==> src/rtl/mopshub_power_init_sm.sv <==
// Sequential CAN-bus power-up sequencer for the MOPS-Hub, with optional per-bus oscillator trim.
// Define MOPSHUB_INIT_STATUS_EN to add the trim_ok_mask status output.
module mopshub_power_init_sm #(
  parameter int BUS_W        = 5,
  parameter int SETTLE_CYC   = 400,
  parameter int TRIM_TIMEOUT = 2000
) (
  input  logic             clk,
  input  logic             rst,
  input  logic [BUS_W-1:0] n_buses,
  input  logic             start_init,
  input  logic             osc_auto_trim,
  input  logic             trim_done,
  output logic             power_bus_en,
  output logic [BUS_W-1:0] power_bus_cnt,
  output logic             start_trim_ack,
  output logic             end_trim_bus,
  output logic             end_power_init,
  output logic             busy,
  output logic             timeout_err,
  output logic [BUS_W-1:0] err_bus
`ifdef MOPSHUB_INIT_STATUS_EN
  ,
  output logic [2**BUS_W-1:0] trim_ok_mask
`endif
);

  localparam int CNT_MAX = (SETTLE_CYC > TRIM_TIMEOUT) ? SETTLE_CYC : TRIM_TIMEOUT;
  localparam int CNT_W   = (CNT_MAX > 1) ? $clog2(CNT_MAX) : 1;

  typedef enum logic [2:0] {
    S_IDLE,
    S_ENABLE,
    S_SETTLE,
    S_TRIM_REQ,
    S_TRIM_WAIT,
    S_NEXT,
    S_DONE
  } state_e;

  state_e             state_q, state_d;
  logic [CNT_W-1:0]   cnt_q, cnt_d;
  logic [BUS_W-1:0]   bus_q, bus_d;
  logic               trim_q, trim_d;
  logic               timeout_q, timeout_d;
  logic [BUS_W-1:0]   err_bus_q, err_bus_d;
`ifdef MOPSHUB_INIT_STATUS_EN
  logic               ok_q, ok_d;
  logic [2**BUS_W-1:0] mask_q, mask_d;
`endif

  // NOTE: sequential state uses non-blocking assignments so every register
  // samples the pre-edge value of its neighbours, independent of block order.
  always_ff @(posedge clk) begin
    if (!rst) begin
      state_q   <= S_IDLE;
      cnt_q     <= '0;
      bus_q     <= '0;
      trim_q    <= 1'b0;
      timeout_q <= 1'b0;
      err_bus_q <= '0;
`ifdef MOPSHUB_INIT_STATUS_EN
      ok_q      <= 1'b0;
      mask_q    <= '0;
`endif
    end else begin
      state_q   <= state_d;
      cnt_q     <= cnt_d;
      bus_q     <= bus_d;
      trim_q    <= trim_d;
      timeout_q <= timeout_d;
      err_bus_q <= err_bus_d;
`ifdef MOPSHUB_INIT_STATUS_EN
      ok_q      <= ok_d;
      mask_q    <= mask_d;
`endif
    end
  end

  // NOTE: every signal written here gets a default first, so no path can
  // leave one unassigned and infer a latch.
  always_comb begin
    state_d        = state_q;
    cnt_d          = cnt_q;
    bus_d          = bus_q;
    trim_d         = trim_q;
    timeout_d      = timeout_q;
    err_bus_d      = err_bus_q;
`ifdef MOPSHUB_INIT_STATUS_EN
    ok_d           = ok_q;
    mask_d         = mask_q;
`endif
    power_bus_en   = 1'b0;
    start_trim_ack = 1'b0;
    end_trim_bus   = 1'b0;
    end_power_init = 1'b0;

    unique case (state_q)
      S_IDLE: begin
        if (start_init) begin
          trim_d    = osc_auto_trim;
          timeout_d = 1'b0;
          err_bus_d = '0;
          bus_d     = '0;
`ifdef MOPSHUB_INIT_STATUS_EN
          mask_d    = '0;
`endif
          state_d   = S_ENABLE;
        end
      end
      S_ENABLE: begin
        power_bus_en = 1'b1;
        cnt_d        = CNT_W'(SETTLE_CYC - 1);
        state_d      = S_SETTLE;
      end
      S_SETTLE: begin
        power_bus_en = 1'b1;
        if (cnt_q == '0) state_d = trim_q ? S_TRIM_REQ : S_NEXT;
        else             cnt_d   = cnt_q - 1'b1;
      end
      S_TRIM_REQ: begin
        power_bus_en   = 1'b1;
        start_trim_ack = 1'b1;
        cnt_d          = CNT_W'(TRIM_TIMEOUT - 1);
`ifdef MOPSHUB_INIT_STATUS_EN
        ok_d           = 1'b0;
`endif
        state_d        = S_TRIM_WAIT;
      end
      S_TRIM_WAIT: begin
        power_bus_en = 1'b1;
        // A completion arriving on the expiry cycle still counts as success.
        if (trim_done) begin
`ifdef MOPSHUB_INIT_STATUS_EN
          ok_d    = 1'b1;
`endif
          state_d = S_NEXT;
        end else if (cnt_q == '0) begin
          timeout_d = 1'b1;
          err_bus_d = bus_q;
          state_d   = S_NEXT;
        end else begin
          cnt_d = cnt_q - 1'b1;
        end
      end
      S_NEXT: begin
        power_bus_en = 1'b1;
        end_trim_bus = trim_q;
`ifdef MOPSHUB_INIT_STATUS_EN
        if (trim_q && ok_q) mask_d[bus_q] = 1'b1;
`endif
        // Compare before incrementing so the last index never wraps.
        if (bus_q == n_buses) begin
          state_d = S_DONE;
        end else begin
          bus_d   = bus_q + 1'b1;
          state_d = S_ENABLE;
        end
      end
      S_DONE: begin
        end_power_init = 1'b1;
        state_d        = S_IDLE;
      end
      default: state_d = S_IDLE;
    endcase
  end

  assign busy          = (state_q != S_IDLE);
  assign power_bus_cnt = bus_q;
  assign timeout_err   = timeout_q;
  assign err_bus       = err_bus_q;
`ifdef MOPSHUB_INIT_STATUS_EN
  assign trim_ok_mask  = mask_q;
`endif

endmodule

==> config.mk <==
export PLATFORM = sky130hd
export DESIGN_NAME = mopshub_power_init_sm
export DESIGN_NICKNAME = d
export VERILOG_FILES = /design/src/rtl/mopshub_power_init_sm.sv
export SDC_FILE = /design/constraint.sdc
export NUM_CORES = 1
export LEC_CHECK = 0
export ABC_AREA = 1
export BUFFER_PORTS_ARGS = -buffer_cell sky130_fd_sc_hd__buf_2
export CAP_MARGIN = 20
export CORE_MARGIN = 1
export CORE_UTILIZATION = 40
export DETAILED_ROUTE_END_ITERATION = 7
export GPL_ROUTABILITY_DRIVEN = 0
export GPL_TIMING_DRIVEN = 0
export SYNTH_ARGS = -nofsm -noshare
export SYNTH_HDL_FRONTEND = slang
export SYNTH_SLANG_ARGS = --single-unit
==> constraint.sdc <==
create_clock -name clk -period 1.57 [get_ports clk]
set_input_delay 0.157 -clock clk [delete_from_list [all_inputs] [get_ports clk]]
set_output_delay 0.157 -clock clk [all_outputs]
set_load 0.01 [all_outputs]
After elaboration in Yosys (flattened, before gate mapping) --
Cells that the tools add are included.
Storage, ports and cells: flip-flop bits (word level) 26, input port bits 10
Operators by class: add/subtract/negate cells 2, equality and inequality tests 13, muxes and demuxes 24, reduce and logical (&&, ||, !) cells 12
Operator list (count):
- $pmux 11 s4 | 1
- $mux 11 | 2
- $mux 5 | 4
- $pmux 5 s2 | 2
- $mux 3 | 6
- $pmux 3 s6 | 1
- $logic_not 11->1 | 1
- $sub 11x1->11 const B | 1
- $ne 2x2->1 const B | 5
- $eq 3x3->1 const B | 3
- $mux 1 | 7
- $eq 3x2->1 const B | 2
- $reduce_and 3->1 | 2
- $add 5x1->5 const B | 1
- $eq 5x5->1 | 1
- $reduce_or 5->1 | 1
- $reduce_and 2->1 | 2
- $reduce_and 4->1 | 1
- $reduce_bool 2->1 | 2
- $reduce_bool 4->1 | 1
- $eq 3x1->1 const B | 1
- $logic_not 3->1 | 1
- $ne 3x3->1 const B | 1
- $reduce_bool 3->1 | 1
- $pmux 1 s2 | 1

Depth between registers and ports, before layout --
depth after elaboration 4, depth in mapped cells 10, mapped depth without buffers 9

Worst setup path after synthesis --
OpenSTA, ideal clock, no wires.
kind flip-flop to flip-flop, start point register cnt_q[0], end point register err_bus_q[1] (netlist: err_bus[1]), setup time 0.132 ns, arrival time 1.277 ns, path slack 0.160 ns, cell stages (with the launch flop) 10, path buffers 0, period minus slack after synthesis 1.410 ns, path through dfxtp_1 > inv_1 > ha_1 > nand2_1 > nor2_1 > nand4_1 > nand2_1 > nand2_1 > nand2_1 > a21oi_1
Between the ends: word-level cells in the longest chain between the ends 3
Ends and longest elaborated chain:
- start, declared | RTL line 42 | logic [CNT_W-1:0] cnt_q, cnt_d;
- start signal, assigned | RTL line 68 | cnt_q <= cnt_d;
- $logic_not 11->1 | RTL line 138 | end else if (cnt_q == '0) begin
- $ne 2x2->1 (no source line)
- $reduce_and 4->1 (no source line)
- end signal, assigned | RTL line 72 | err_bus_q <= err_bus_d;
- end, declared | RTL line 46 | logic [BUS_W-1:0] err_bus_q, err_bus_d;
No other way between the ends. A chain may end at the register's enable or synchronous reset.

Final worst setup path --
start point register state_q[1], end point output port end_trim_bus
Between the ends: word-level cells in the longest chain between the ends 2
Ends and longest elaborated chain:
- start, declared | RTL line 41 | state_e state_q, state_d;
- start signal, assigned | RTL line 67 | state_q <= state_d;
- $eq 3x3->1 | RTL line 98 | unique case (state_q)
- $mux 1 | RTL line 98
- end, declared | RTL line 17 | output logic end_trim_bus,
No other way between the ends.

==> impl_table.tex <==
\begin{tabular}{lr}
\hline
Metric & Value \\
\hline
\multicolumn{2}{l}{\textbf{Status}} \\
Outcome & completed \\
\multicolumn{2}{l}{\textbf{Timing}} \\
Setup repair after global routing missed its margin & true \\
Final cycle utilization of the critical path & 95.4\% \\
Fmax & 668 MHz \\
Final setup violating endpoints & 0 \\
Final Hold Viols & 0 \\
Max-slew headroom at the worst pin & 65.9\% \\
Shortest period the worst path allows & 1.50 ns \\
Clock Skews & 0.00463 ns \\
Final Max Tran Viols & 0 \\
Setup slack after layout & 0.0723 ns \\
Actual slew at the worst max-slew pin & 0.512 ns \\
\multicolumn{2}{l}{\textbf{Place}} \\
Number of port buffers & 24 \\
DP Wirelength & 2870 µm \\
Area after detailed placement & 0.00182 mm² \\
Worst-case setup slack after placement & -0.192 ns \\
\multicolumn{2}{l}{\textbf{Synth}} \\
Post-synthesis cell area & 0.00164 mm² \\
Mean instance size in the synthesized netlist & 6.65 µm² \\
Unique cell type count in the Yosys netlist & 28 \\
Post-synthesis register bit count & 26 \\
Cells after Synth & 247 \\
Number of nets produced by synthesis & 260 \\
Sequential area share after synthesis & 31.7\% \\
Warning count from the yosys run & 0 \\
\multicolumn{2}{l}{\textbf{Floorplanning}} \\
Number of ports placed on the die boundary & 26 \\
Placement row count & 22 \\
Chip Width & 66.1 µm \\
Die footprint & 0.00436 mm² \\
Chip height & 66.1 µm \\
Initial Utilization & 43.2\% \\
Std-Cell Core Area & 0.00380 mm² \\
\multicolumn{2}{l}{\textbf{Clock tree}} \\
Cell chosen for the clock root & sky130\_fd\_sc\_hd\_\_clkbuf\_8 \\
Depth of the CTS H-tree & 1 \\
Register clock-pin slew on the reported worst setup and hold paths & 0.09 ns \\
Number of clock sinks seen by CTS & 26 \\
Worst-skew pair later-pin latency & 0.28 ns \\
Number of buffers created by CTS & 3 \\
Clock Path Buffers & 2 \\
TritonCTS clock tree & done \\
\multicolumn{2}{l}{\textbf{Critical path}} \\
Arrival time at the worst endpoint & 1.34 ns \\
Launching element type of the critical path & register \\
Crit-path max cell delay & 0.38 ns \\
Max FO, Critical Path & 5 \\
Setup CP Type & register to primary output \\
Capturing element type of the critical path & primary output \\
Highest-delay cell along the critical path & sky130\_fd\_sc\_hd\_\_dfxtp\_4 \\
Crit-path cells & buf\_6, nor3\_4, buf\_4, inv\_2, nor2\_2, buf\_2 \\
Required time of the critical path & 1.41 ns \\
\multicolumn{2}{l}{\textbf{Finish}} \\
Ratio of cells with drive above 1 in the final layout & 36.4\% \\
Count of fill cells added during filler insertion & 366 \\
Summed area of non-filler cells in the final layout & 0.00219 mm² \\
Antenna cell count & 0 \\
Layout net count & 305 \\
Highest-count cells in the layout ignoring fill and taps & sky130\_fd\_sc\_hd\_\_nand2\_1, sky130\_fd\_sc\_hd\_\_buf\_2, sky130\_fd\_sc\_hd\_\_a21oi\_1 \\
Area growth from synthesis to layout & 33.6\% \\
Most common library cell in the layout ignoring fill and taps & sky130\_fd\_sc\_hd\_\_nand2\_1 \\
\multicolumn{2}{l}{\textbf{Route}} \\
Via total after detailed routing & 1683 \\
Drt first-iter violations & 72 \\
Drt via density & 4.96 \\
Routed wire length & 4080 µm \\
Post-route ant nets & 0 \\
DRC violations left & 0 \\
Count of TritonRoute iterations in the first routing pass & 4 \\
Routed wirelength normalized by instance count & 12.0 µm \\
\multicolumn{2}{l}{\textbf{Global route}} \\
Total GRT Usage & 19.5\% \\
Pin count of the biggest net entering global routing & 16 \\
Global route total overflow & 0 \\
Initial antenna violation count & 0 \\
First-pass GRT wire length & 6540 µm \\
Vias in the first global route & 1458 \\
\multicolumn{2}{l}{\textbf{Run}} \\
Max cap viols & 0 \\
\multicolumn{2}{l}{\textbf{Power}} \\
PD cells & 1470 mW/mm² \\
Leakage power summed over all cells & 1.02 nW \\
Worst supply voltage drop on vdd & 0.00104 V \\
\multicolumn{2}{l}{\textbf{Hold path}} \\
Hold crit path type & input port to register \\
\hline
\end{tabular}
[synthesized netlist by cell type]
master                     count  area share (%)
sky130_fd_sc_hd__xnor2_1       2             1.1
sky130_fd_sc_hd__nand2_4       3             2.1
sky130_fd_sc_hd__inv_2         8             1.8
sky130_fd_sc_hd__a21oi_2       1            0.53
sky130_fd_sc_hd__nand4_1      12             4.6
sky130_fd_sc_hd__o21ai_2       1            0.53
sky130_fd_sc_hd__nand3_2       4             2.4
sky130_fd_sc_hd__o21a_1        1            0.46
sky130_fd_sc_hd__o21ai_0       5             1.5
sky130_fd_sc_hd__clkinv_1      1            0.23
sky130_fd_sc_hd__nor2_4        1            0.69
sky130_fd_sc_hd__or2_2         1            0.38
sky130_fd_sc_hd__clkbuf_1      1            0.23
sky130_fd_sc_hd__dfxtp_1      26              32
sky130_fd_sc_hd__o21ai_1       1            0.30
sky130_fd_sc_hd__ha_1          3             2.3
sky130_fd_sc_hd__xor2_1        6             3.2
sky130_fd_sc_hd__buf_2         2            0.61
sky130_fd_sc_hd__nor3_4        1            0.99
sky130_fd_sc_hd__nor2_1       23             5.3
sky130_fd_sc_hd__nand2_2      10             3.8
sky130_fd_sc_hd__nand3_1      24             7.3
sky130_fd_sc_hd__buf_6         1            0.69
sky130_fd_sc_hd__nand3b_1      1            0.46
sky130_fd_sc_hd__nand2_1      58              13
sky130_fd_sc_hd__nor2_2        1            0.38
sky130_fd_sc_hd__a21oi_1      26             7.9
sky130_fd_sc_hd__inv_1        23             5.3
[power breakdown]
group | switching, mW | internal [mW]
Sequential | 0.132 | 0.784
Combinational | 0.992 | 0.746
Clock | 0.225 | 0.341
[final timing paths]
path	from	to	slack (ns)	cells past startpoint
hold reg to reg	cnt_q[0]	cnt_q[0]	0.45	1
setup / recovery	state_q[1]	end_trim_bus	0.07	6
setup reg to reg	cnt_q[0]	err_bus[2]	0.08	9
hold / removal	osc_auto_trim	trim_q	0.17	3
[metal layers]
layer  global-route usage (%)  wire length [µm]  up-vias
met5                        0                 0        -
met4                     3.19                17        0
met3                     4.14               200        2
met2                     29.5              1820       35
met1                     28.6              2040      750
li1                         -                 -      896
[state kept, by name, summed over array words and instances, names as in the netlist]
name,flops
trim_q,1
timeout_err,1
state_q,3
err_bus,5
cnt_q,11
power_bus_cnt,5
[area by class of cell]
cell class / instances / area (µm²) / area share (%)
flip-flops and latches: 26 / 539 / 24.6
repair buffers: 40 / 284 / 12.9
clock inverters: 1 / 30.0 / 1.37
well taps: 48 / 60.1 / 2.74
clock buffers: 3 / 41.3 / 1.88
inverters: 32 / 133 / 6.05
plain buffers: 4 / 28.8 / 1.31
multi-input cells: 185 / 1080 / 49.1
[kinds of logic (layout without fill, tap and decap cells)]
kind of cell	Yosys count	after routing	synth area share, %
compound gates	35	35	11.3
xor+xnor	8	8	4.27
fa+ha+maj	3	3	2.29
buf+inv	36	80	8.84
flops	26	26	31.7
simple gates	139	139	41.6
[stage by stage]
| stage | power [mW] | hold WS [ns] | utilization, % | setup TNS [ns] | std cells |
|---|---|---|---|---|---|
| after floorplan | 1.95 | 0.349 | - | 0 | 247 |
| after global placement | 2.22 | 0.411 | 48.0 | -0.901 | 319 |
| after detailed placement | 2.23 | 0.424 | 48.0 | -1.09 | 319 |
| after CTS | 2.87 | 0.159 | 50.9 | 0 | 326 |
| after global routing | 3.49 | 0.196 | 57.7 | -0.0447 | 339 |
| final | 3.22 | 0.171 | 57.7 | 0 | 339 |
[critical path, delay by kind of cell, from the launching register on]
family,cells,cell delay (ns)
DFF,1,0.38
buffers and inverters,4,0.43
and+or+nand+nor,2,0.24
[repair_timing]
| item | CTS | global route |
|---|---|---|
| pin swaps | 2 | 7 |
| hold buffers | 0 | 0 |
| endpoints found under the setup margin | 11 | 26 |
| setup buffers | 3 | 12 |
| cloned | 0 | 1 |
| gates resized for setup | 10 | 38 |
No activity file was read; power rests on OpenSTA's default activity.
